[src/rtl/fifo_wr_ctrl.sv]
// Write-side controller for the async FIFO: Gray write pointer, read-pointer synchroniser, registered full flag.
// Build option FIFO_WR_LEVEL_EN adds the write-side occupancy (wlevel) and almost-full outputs.
module fifo_wr_ctrl #(
    parameter int DATASIZE     = 8,
    parameter int ADDRSIZE     = 4,
    parameter int AFULL_THRESH = 12
) (
    input  logic                wclk,
    input  logic                wrst_n,
    input  logic [DATASIZE-1:0] s_tdata,
    input  logic                s_tvalid,
    output logic                s_tready,
    output logic [DATASIZE-1:0] wdata,
    output logic [ADDRSIZE-1:0] waddr,
    output logic                wclken,
    output logic                wfull,
    output logic [ADDRSIZE:0]   wptr,
    input  logic [ADDRSIZE:0]   rptr,
    output logic [ADDRSIZE:0]   wlevel,
    output logic                walmost_full
);

    localparam int DEPTH = 1 << ADDRSIZE;

    if (AFULL_THRESH < 1 || AFULL_THRESH > DEPTH) begin : g_bad_thresh
        $error("fifo_wr_ctrl: AFULL_THRESH must lie in 1..DEPTH");
    end

    logic [ADDRSIZE:0] wbin;
    logic [ADDRSIZE:0] wbnext;
    logic [ADDRSIZE:0] wgnext;
    logic [ADDRSIZE:0] wq1_rptr;
    logic [ADDRSIZE:0] wq2_rptr;
    logic [ADDRSIZE:0] rptr_full_cmp;
    logic              rdy_q;
    logic              winc;

    assign s_tready = rdy_q & ~wfull;
    assign winc     = s_tvalid & s_tready;
    assign wclken   = winc;
    assign wdata    = s_tdata;
    assign waddr    = wbin[ADDRSIZE-1:0];

    assign wbnext = wbin + {{ADDRSIZE{1'b0}}, winc};
    assign wgnext = (wbnext >> 1) ^ wbnext;

    // Full when the next write pointer equals the read pointer with its two MSBs inverted (Gray wrap).
    assign rptr_full_cmp = {~wq2_rptr[ADDRSIZE:ADDRSIZE-1], wq2_rptr[ADDRSIZE-2:0]};

    always_ff @(posedge wclk or negedge wrst_n) begin
        if (!wrst_n) begin
            wbin     <= '0;
            wptr     <= '0;
            wq1_rptr <= '0;
            wq2_rptr <= '0;
            wfull    <= 1'b0;
            rdy_q    <= 1'b0;
        end else begin
            wbin     <= wbnext;
            wptr     <= wgnext;
            wq1_rptr <= rptr;
            wq2_rptr <= wq1_rptr;
            wfull    <= (wgnext == rptr_full_cmp);
            rdy_q    <= 1'b1;
        end
    end

`ifdef FIFO_WR_LEVEL_EN
    localparam logic [ADDRSIZE:0] AFULL_LVL = AFULL_THRESH[ADDRSIZE:0];

    function automatic logic [ADDRSIZE:0] gray2bin(input logic [ADDRSIZE:0] g);
        logic [ADDRSIZE:0] b;
        b[ADDRSIZE] = g[ADDRSIZE];
        for (int i = ADDRSIZE - 1; i >= 0; i--) begin
            b[i] = b[i+1] ^ g[i];
        end
        return b;
    endfunction

    logic [ADDRSIZE:0] rbin_sync;

    assign rbin_sync    = gray2bin(wq2_rptr);
    assign wlevel       = wbin - rbin_sync;
    assign walmost_full = (wlevel >= AFULL_LVL);
`else
    assign wlevel       = '0;
    assign walmost_full = 1'b0;
`endif

endmodule

[config.mk]
export PLATFORM = sky130hd
export DESIGN_NAME = fifo_wr_ctrl
export DESIGN_NICKNAME = d
export VERILOG_FILES = /design/src/rtl/fifo_wr_ctrl.sv
export SDC_FILE = /design/constraint.sdc
export NUM_CORES = 1
export LEC_CHECK = 0
export BUFFER_PORTS_ARGS = -buffer_cell sky130_fd_sc_hd__buf_2
export CAP_MARGIN = 20
export CORE_MARGIN = 2
export CORE_UTILIZATION = 40
export DETAILED_ROUTE_END_ITERATION = 16
export PLACE_DENSITY = 0.73
export REMOVE_ABC_BUFFERS = 1
export SLEW_MARGIN = 40
export SYNTH_ARGS = -nofsm -noshare
export SYNTH_HDL_FRONTEND = slang
export SYNTH_SLANG_ARGS = --single-unit
export TNS_END_PERCENT = 10
[constraint.sdc]
create_clock -name wclk -period 2.1 [get_ports wclk]
set_input_delay 0.42 -clock wclk [delete_from_list [all_inputs] [get_ports wclk]]
set_output_delay 0.42 -clock wclk [all_outputs]
set_load 0.01 [all_outputs]
==> impl_metrics.ini, run 1 <==
[synth]
synth_area_um2 = 905
ys_types = 20
synth-xor-area-share_pct = 17.0
synth_top_flop_cell = dfrtp_1
ys_ff_latch = 21
async_flop_share_pct = 100
ys_seq_area_share_pct = 58.1
synth-simple-area-share_pct = 5.39
synth_common_cells = dfrtp_1, buf_4, xor2_1
yosysWarnings = 0
synth.area.top_cells = dfrtp_1, buf_4, xor2_1
synth_top_family_by_area = XOR/XNOR gates
avgSynthCellArea_um2 = 13.5
synth_top_cell_area_share_pct = 58.1
synthAdderAreaFrac_pct = 2.77
synth_edf_count = 0
syn_inst = 67
synth_mux_area_share_pct = 0
synth-compound-area-share_pct = 4.29
yosys.area.top_type = dfrtp_1
yosysMostFrequentCell = dfrtp_1

[timing]
clock_skew_ns = 0.00984
timing.setup.tns_ns = 0
min_period_ns = 1.99
fmax_ghz = 0.503
hold_violations = 0
setup_viol = 0
period_share_pct = 94.6
rsz0062_at_grt = no
drv_slew = 0

[power]
power.density_mw_per_mm2 = 1350
internal_power_mw = 0.894
p_sw_share_pct = 34.3
p_leak_nw = 0.504
p_sw_mw = 0.468
p_clk_share_pct = 13.6
power.total_mw = 1.36
irDropWorstVdd_mv = 0.698
p_comb_share_pct = 42.1
p_seq_share_pct = 44.4

[worst_setup_path]
reg2reg_from = wfull
cp.arrival_ns = 2.22
start_kind = register
crit_start = wfull
crit_fanout = 5
path_class = reg -> reg
r2r_cells = 8
endpoint_kind = register
worstSetupEndpoint = wfull
worstPathRequired_ns = 2.34
r2r_end = wfull
r2r_slack_ns = 0.11

[global_route]
antenna_found_initial = 0
grt_pass1_wl_um = 1970
grt_max_degree = 22
grt_util_all_layers_pct = 10.3
grt_pass1_vias = 470
gr-total-overflow = 0

[final_layout]
multi_input_area_um2 = 308
n_antenna_cell = 0
fill_cells = 210
fin_util_pct = 46.4
fin_area_mm2 = 0.00101
seqCellArea_um2 = 526
drive_gt1_share_pct = 33.7
finalNonFillerCells = 111
nets = 102
syn2layout_area_growth_pct = 11.2

[detailed_routing]
wl_per_cell_um = 10.7
wl_um = 1190
ant_nets = 0
initialDrtViolationCount = 2
detail_route.first_pass.iterations = 2
vias = 491
viasPerCell = 4.42
drc = 0

[cts]
clkSlewWorstSetupHoldPaths_ns = 0.11
tritoncts = yes
postCtsSetupRepairBufs = 0
insertion_delay_ns = 0.30
clk_root_buffer_cell = clkbuf_4
clock-sinks = 21
htreeDepth = 1
cts_buffers = 3
clk_path_buf_depth = 2

[status]
status = complete, no violations

[floorplanning]
pin_count = 42
rows = 17
dieArea_mm2 = 0.00266
start_util_pct = 41.7
die_x_um = 51.6
core_area_mm2 = 0.00217
die_y_um = 51.6

[placed_design]
place_hpwl_um = 929
dpl_cell_area_um2 = 963
gp_congestion = 0.805
dp_cells = 107
port_buffers = 19

[min_path]
hold_class = in -> async

[run]
max_cap_viol_count = 0
[worst min-delay path by stage]
stage	startpoint	to	slack, ns	depth (start not counted)
6_report	wrst_n	wq2_rptr[1]	0.04	1
2_1_floorplan	wrst_n	rdy_q	0.12	0
3_5_place_dp	wq1_rptr[3]	wq2_rptr[3]	0.34	0
3_3_place_gp	wq1_rptr[2]	wq2_rptr[2]	0.33	0
5_1_grt	wrst_n	wbin[4]	0.05	1
4_1_cts	wrst_n	wbin[4]	0.05	1
[kinds of logic (layout without fill, tap and decap cells)]
| family | count (synthesis) | after routing |
|---|---|---|
| XOR/XNOR | 14 | 14 |
| adder cells (fa/ha/maj) | 2 | 2 |
| buffers and inverters | 14 | 25 |
| other | 2 | 7 |
| AND/OR/NAND/NOR | 8 | 8 |
| flip-flops | 21 | 21 |
| AO/OA/AOI/OAI | 6 | 6 |
[cell usage in the layout, fill, tap and decap left out]
master    synthesis  final
dfrtp_1          21     21
buf_2             0     19
xor2_1            8      8
conb_1            2      7
xnor2_1           4      4
clkbuf_4          0      3
a21boi_0          2      2
nand3_1           2      2
buf_4            14      2
nor2b_1           1      1
and2_1            1      1
and4b_1           1      1
o21a_1            1      1
a31oi_1           1      1
nor2_1            1      1
o21ai_0           1      1
or3_1             1      1
xnor3_4           1      1
xnor3_1           1      1
nand4_1           1      1
a21oi_1           1      1
ha_4              0      1
ha_2              0      1
clkinv_2          0      1
[flip-flops by register name, summed over array words and instances, names as in the netlist]
name and count:
rdy_q 1, wbin 5, wfull 1, wptr 4, wq1_rptr 5, wq2_rptr 5
[critical path, cell delays in order (launching register included)]
cell and delay (ns):
dfrtp_1 0.39, nor2b_1 0.12, and2_1 0.15, ha_2 0.20
ha_4 0.16, and4b_1 0.19, o21a_1 0.19, or3_1 0.37
a21oi_1 0.14
[metrics by stage]
| stage | setup slack (ns) | hold slack [ns] |
|---|---|---|
| after floorplan | -0.153 | 0.124 |
| after global placement | 0.100 | 0.331 |
| after detailed placement | 0.0327 | 0.337 |
| after CTS | 0.0129 | 0.0506 |
| after global routing | 0.0105 | 0.0523 |
| final | 0.113 | 0.0424 |
[routing by layer]
layer | share of wire [%] | track usage, % | wire length (µm) | vias to the layer above
met3 | 11 | 6.90 | 135 | 2
met5 | 0 | 0 | 0 | -
met4 | 0.42 | 3.95 | 5 | 0
li1 | - | - | - | 230
met2 | 47 | 16.7 | 558 | 34
met1 | 41 | 10.5 | 494 | 225
[power by group through the flow]
stage | clock network [mW] | registers [mW] | logic, mW
2_1_floorplan | 0 | 0.643 | 0.333
3_3_place_gp | 0 | 0.599 | 0.554
3_5_place_dp | 0 | 0.606 | 0.562
4_1_cts | 0.191 | 0.600 | 0.564
5_1_grt | 0.216 | 0.618 | 0.640
6_report | 0.185 | 0.604 | 0.573
[layout make-up]
| cell class | count | area share [%] |
|---|---|---|
| Multi-Input combinational cell | 37 | 30.6 |
| Clock buffer | 3 | 2.24 |
| Tap cell | 28 | 3.48 |
| Clock inverter | 1 | 0.498 |
| Timing Repair Buffer | 21 | 10.9 |
| Sequential cell | 21 | 52.2 |
[what timing repair did]
| item | 4_1_cts | 5_1_grt |
|---|---|---|
| endpoints found under the setup margin | 0 | 1 |
| resized for setup | 0 | 3 |
| hold buffers | 0 | 0 |
No activity file was read; power rests on OpenSTA's default activity.
==> inputs of run 2 (changes only) <==
Settings changed: CORE_UTILIZATION 40 to 44, PLACE_DENSITY 0.73 to 0.76.
Clock period 2.1 ns to 2.2 ns, I/O delays scaled along.
==> impl_metrics.ini, run 2 (synthesis gave the netlist of run 1 again) <==
[final_layout]
fill_cells = 178
final_common_cell = dfrtp_1
multi_input_area_um2 = 308
fin_area_um2 = 997
seqCellArea_um2 = 526
syn2layout_area_growth_pct = 10.2
reg.largest.list = wbin: 5 flops, wq1_rptr: 5 flops, wq2_rptr: 5 flops
nets = 101
drive_gt1_share_pct = 32.9
n_antenna_cell = 0
mostFrequentLayoutCells = dfrtp_1, buf_2, xor2_1

[placed_design]
dp_slack_ns = 0.0459
gp_congestion = 0.828
dpl_cell_area_um2 = 955
place_hpwl_um = 877
port_buffers = 19

[worst_setup_path]
worstPathRequired_ns = 2.43
endpoint_kind = register
path_class = reg -> reg
cpMaxStageDelayCell = dfrtp_1
reg2reg_from = wfull
start_kind = register
r2r_cells = 8
crit_family = simple AND/OR/NAND/NOR gates
crit_fanout = 6
r2r_end = wfull
max_stage_delay_ns = 0.39
cp.arrival_ns = 2.27
critPathBufInv = 0
worstPathCellList = nor2b_1 -> and2_1 -> ha_2 -> ha_4 -> and4b_1 -> o21a_1 -> or3_1 -> a21oi_1
r2r_slack_ns = 0.16

[power]
irDropWorstVdd_mv = 0.625
p_sw_share_pct = 34.4
internal_power_mw = 0.849
power.total_mw = 1.29
p_seq_share_pct = 44.2
power.density_mw_per_mm2 = 1300
p_leak_nw = 0.499
p_comb_share_pct = 42.1
p_sw_mw = 0.445
p_clk_share_pct = 13.7

[run]
max_cap_viol_count = 0

[floorplanning]
die_y_um = 49.3
pin_count = 42
dieArea_mm2 = 0.00243
die_x_um = 49.3
rows = 16
core_area_mm2 = 0.00194
start_util_pct = 46.6

[timing]
min_period_ns = 2.04
drv_slew = 0
clock_skew_ns = 0.00175
fmax_ghz = 0.490
period_share_pct = 92.8
hold_violations = 0
setup_viol = 0
rsz0062_at_grt = no
worst_slack_ns = 0.158

[cts]
clk_path_buf_depth = 2
cts_buffers = 3
clock-sinks = 21
clk_root_buffer_cell = clkbuf_4
insertion_delay_ns = 0.30
clkSlewWorstSetupHoldPaths_ns = 0.11
htreeDepth = 1
tritoncts = yes
postCtsSetupRepairBufs = 0

[status]
status = complete, no violations

[detailed_routing]
initialDrtViolationCount = 3
viasPerCell = 4.40
drc = 0
wl_per_cell_um = 10.8
wl_um = 1170
ant_nets = 0
vias = 480
detail_route.first_pass.iterations = 3

[global_route]
busiest_layer = met2
antenna_found_initial = 0
grt_pass1_vias = 452
gr-total-overflow = 0
grt_util_all_layers_pct = 10.6
met3_usage_pct = 5.21
grtUsageMet2_pct = 15.8
grt_pass1_wl_um = 1920
use_met1_pct = 12.6
grt_max_degree = 22

[min_path]
hold_class = in -> async
run 2: cell count changes in the layout (fill, tap and decap cells not counted):
cell	previous run	this run
buf_4	2	1
run 2: what timing repair did:
item / in CTS / in global routing
hold buffers: 0 / 0
gates resized for setup: 0 / 3
endpoints found under the setup margin: 0 / 1
run 2: metal layers:
metal  up-vias  wire length [µm]
met4         0                17
met2        33               545
met5         -                 0
met3         2               123
met1       217               488
li1        228                 -
run 2: worst max path at each step:
stage / cells past startpoint / to / slack [ns] / start
2_1_floorplan: 8 / wfull / -0.05 / wfull
3_3_place_gp: 8 / wfull / 0.12 / s_tvalid
3_5_place_dp: 8 / wfull / 0.05 / wfull
4_1_cts: 8 / wfull / 0.03 / wfull
5_1_grt: 8 / wfull / 0.02 / wfull
6_report: 8 / wfull / 0.16 / wfull
run 2: final cells by class:
type	instances	share of cell area, %
clock buffer	3	2.26
clock inverter	1	0.502
multi-input combinational	37	30.9
sequential	21	52.7
tap	27	3.39
timing repair buffer	20	10.3
run 2: power by group through the flow:
stage | Combinational (mW) | Clock, mW | Sequential [mW]
6_report | 0.545 | 0.178 | 0.571
5_1_grt | 0.616 | 0.198 | 0.594
4_1_cts | 0.533 | 0.187 | 0.568
3_5_place_dp | 0.530 | 0 | 0.575
3_3_place_gp | 0.523 | 0 | 0.572
2_1_floorplan | 0.318 | 0 | 0.614
run 2: through the flow:
| step | setup TNS (ns) | hold slack (ns) | util, % | std cells |
|---|---|---|---|---|
| after floorplan | -0.0531 | 0.144 | - | 58 |
| after global placement | 0 | 0.332 | 49.2 | 105 |
| after detailed placement | 0 | 0.337 | 49.2 | 105 |
| after CTS | 0 | 0.0742 | 50.6 | 109 |
| after global routing | 0 | 0.0868 | 51.4 | 109 |
| final | 0 | 0.0660 | 51.4 | 109 |
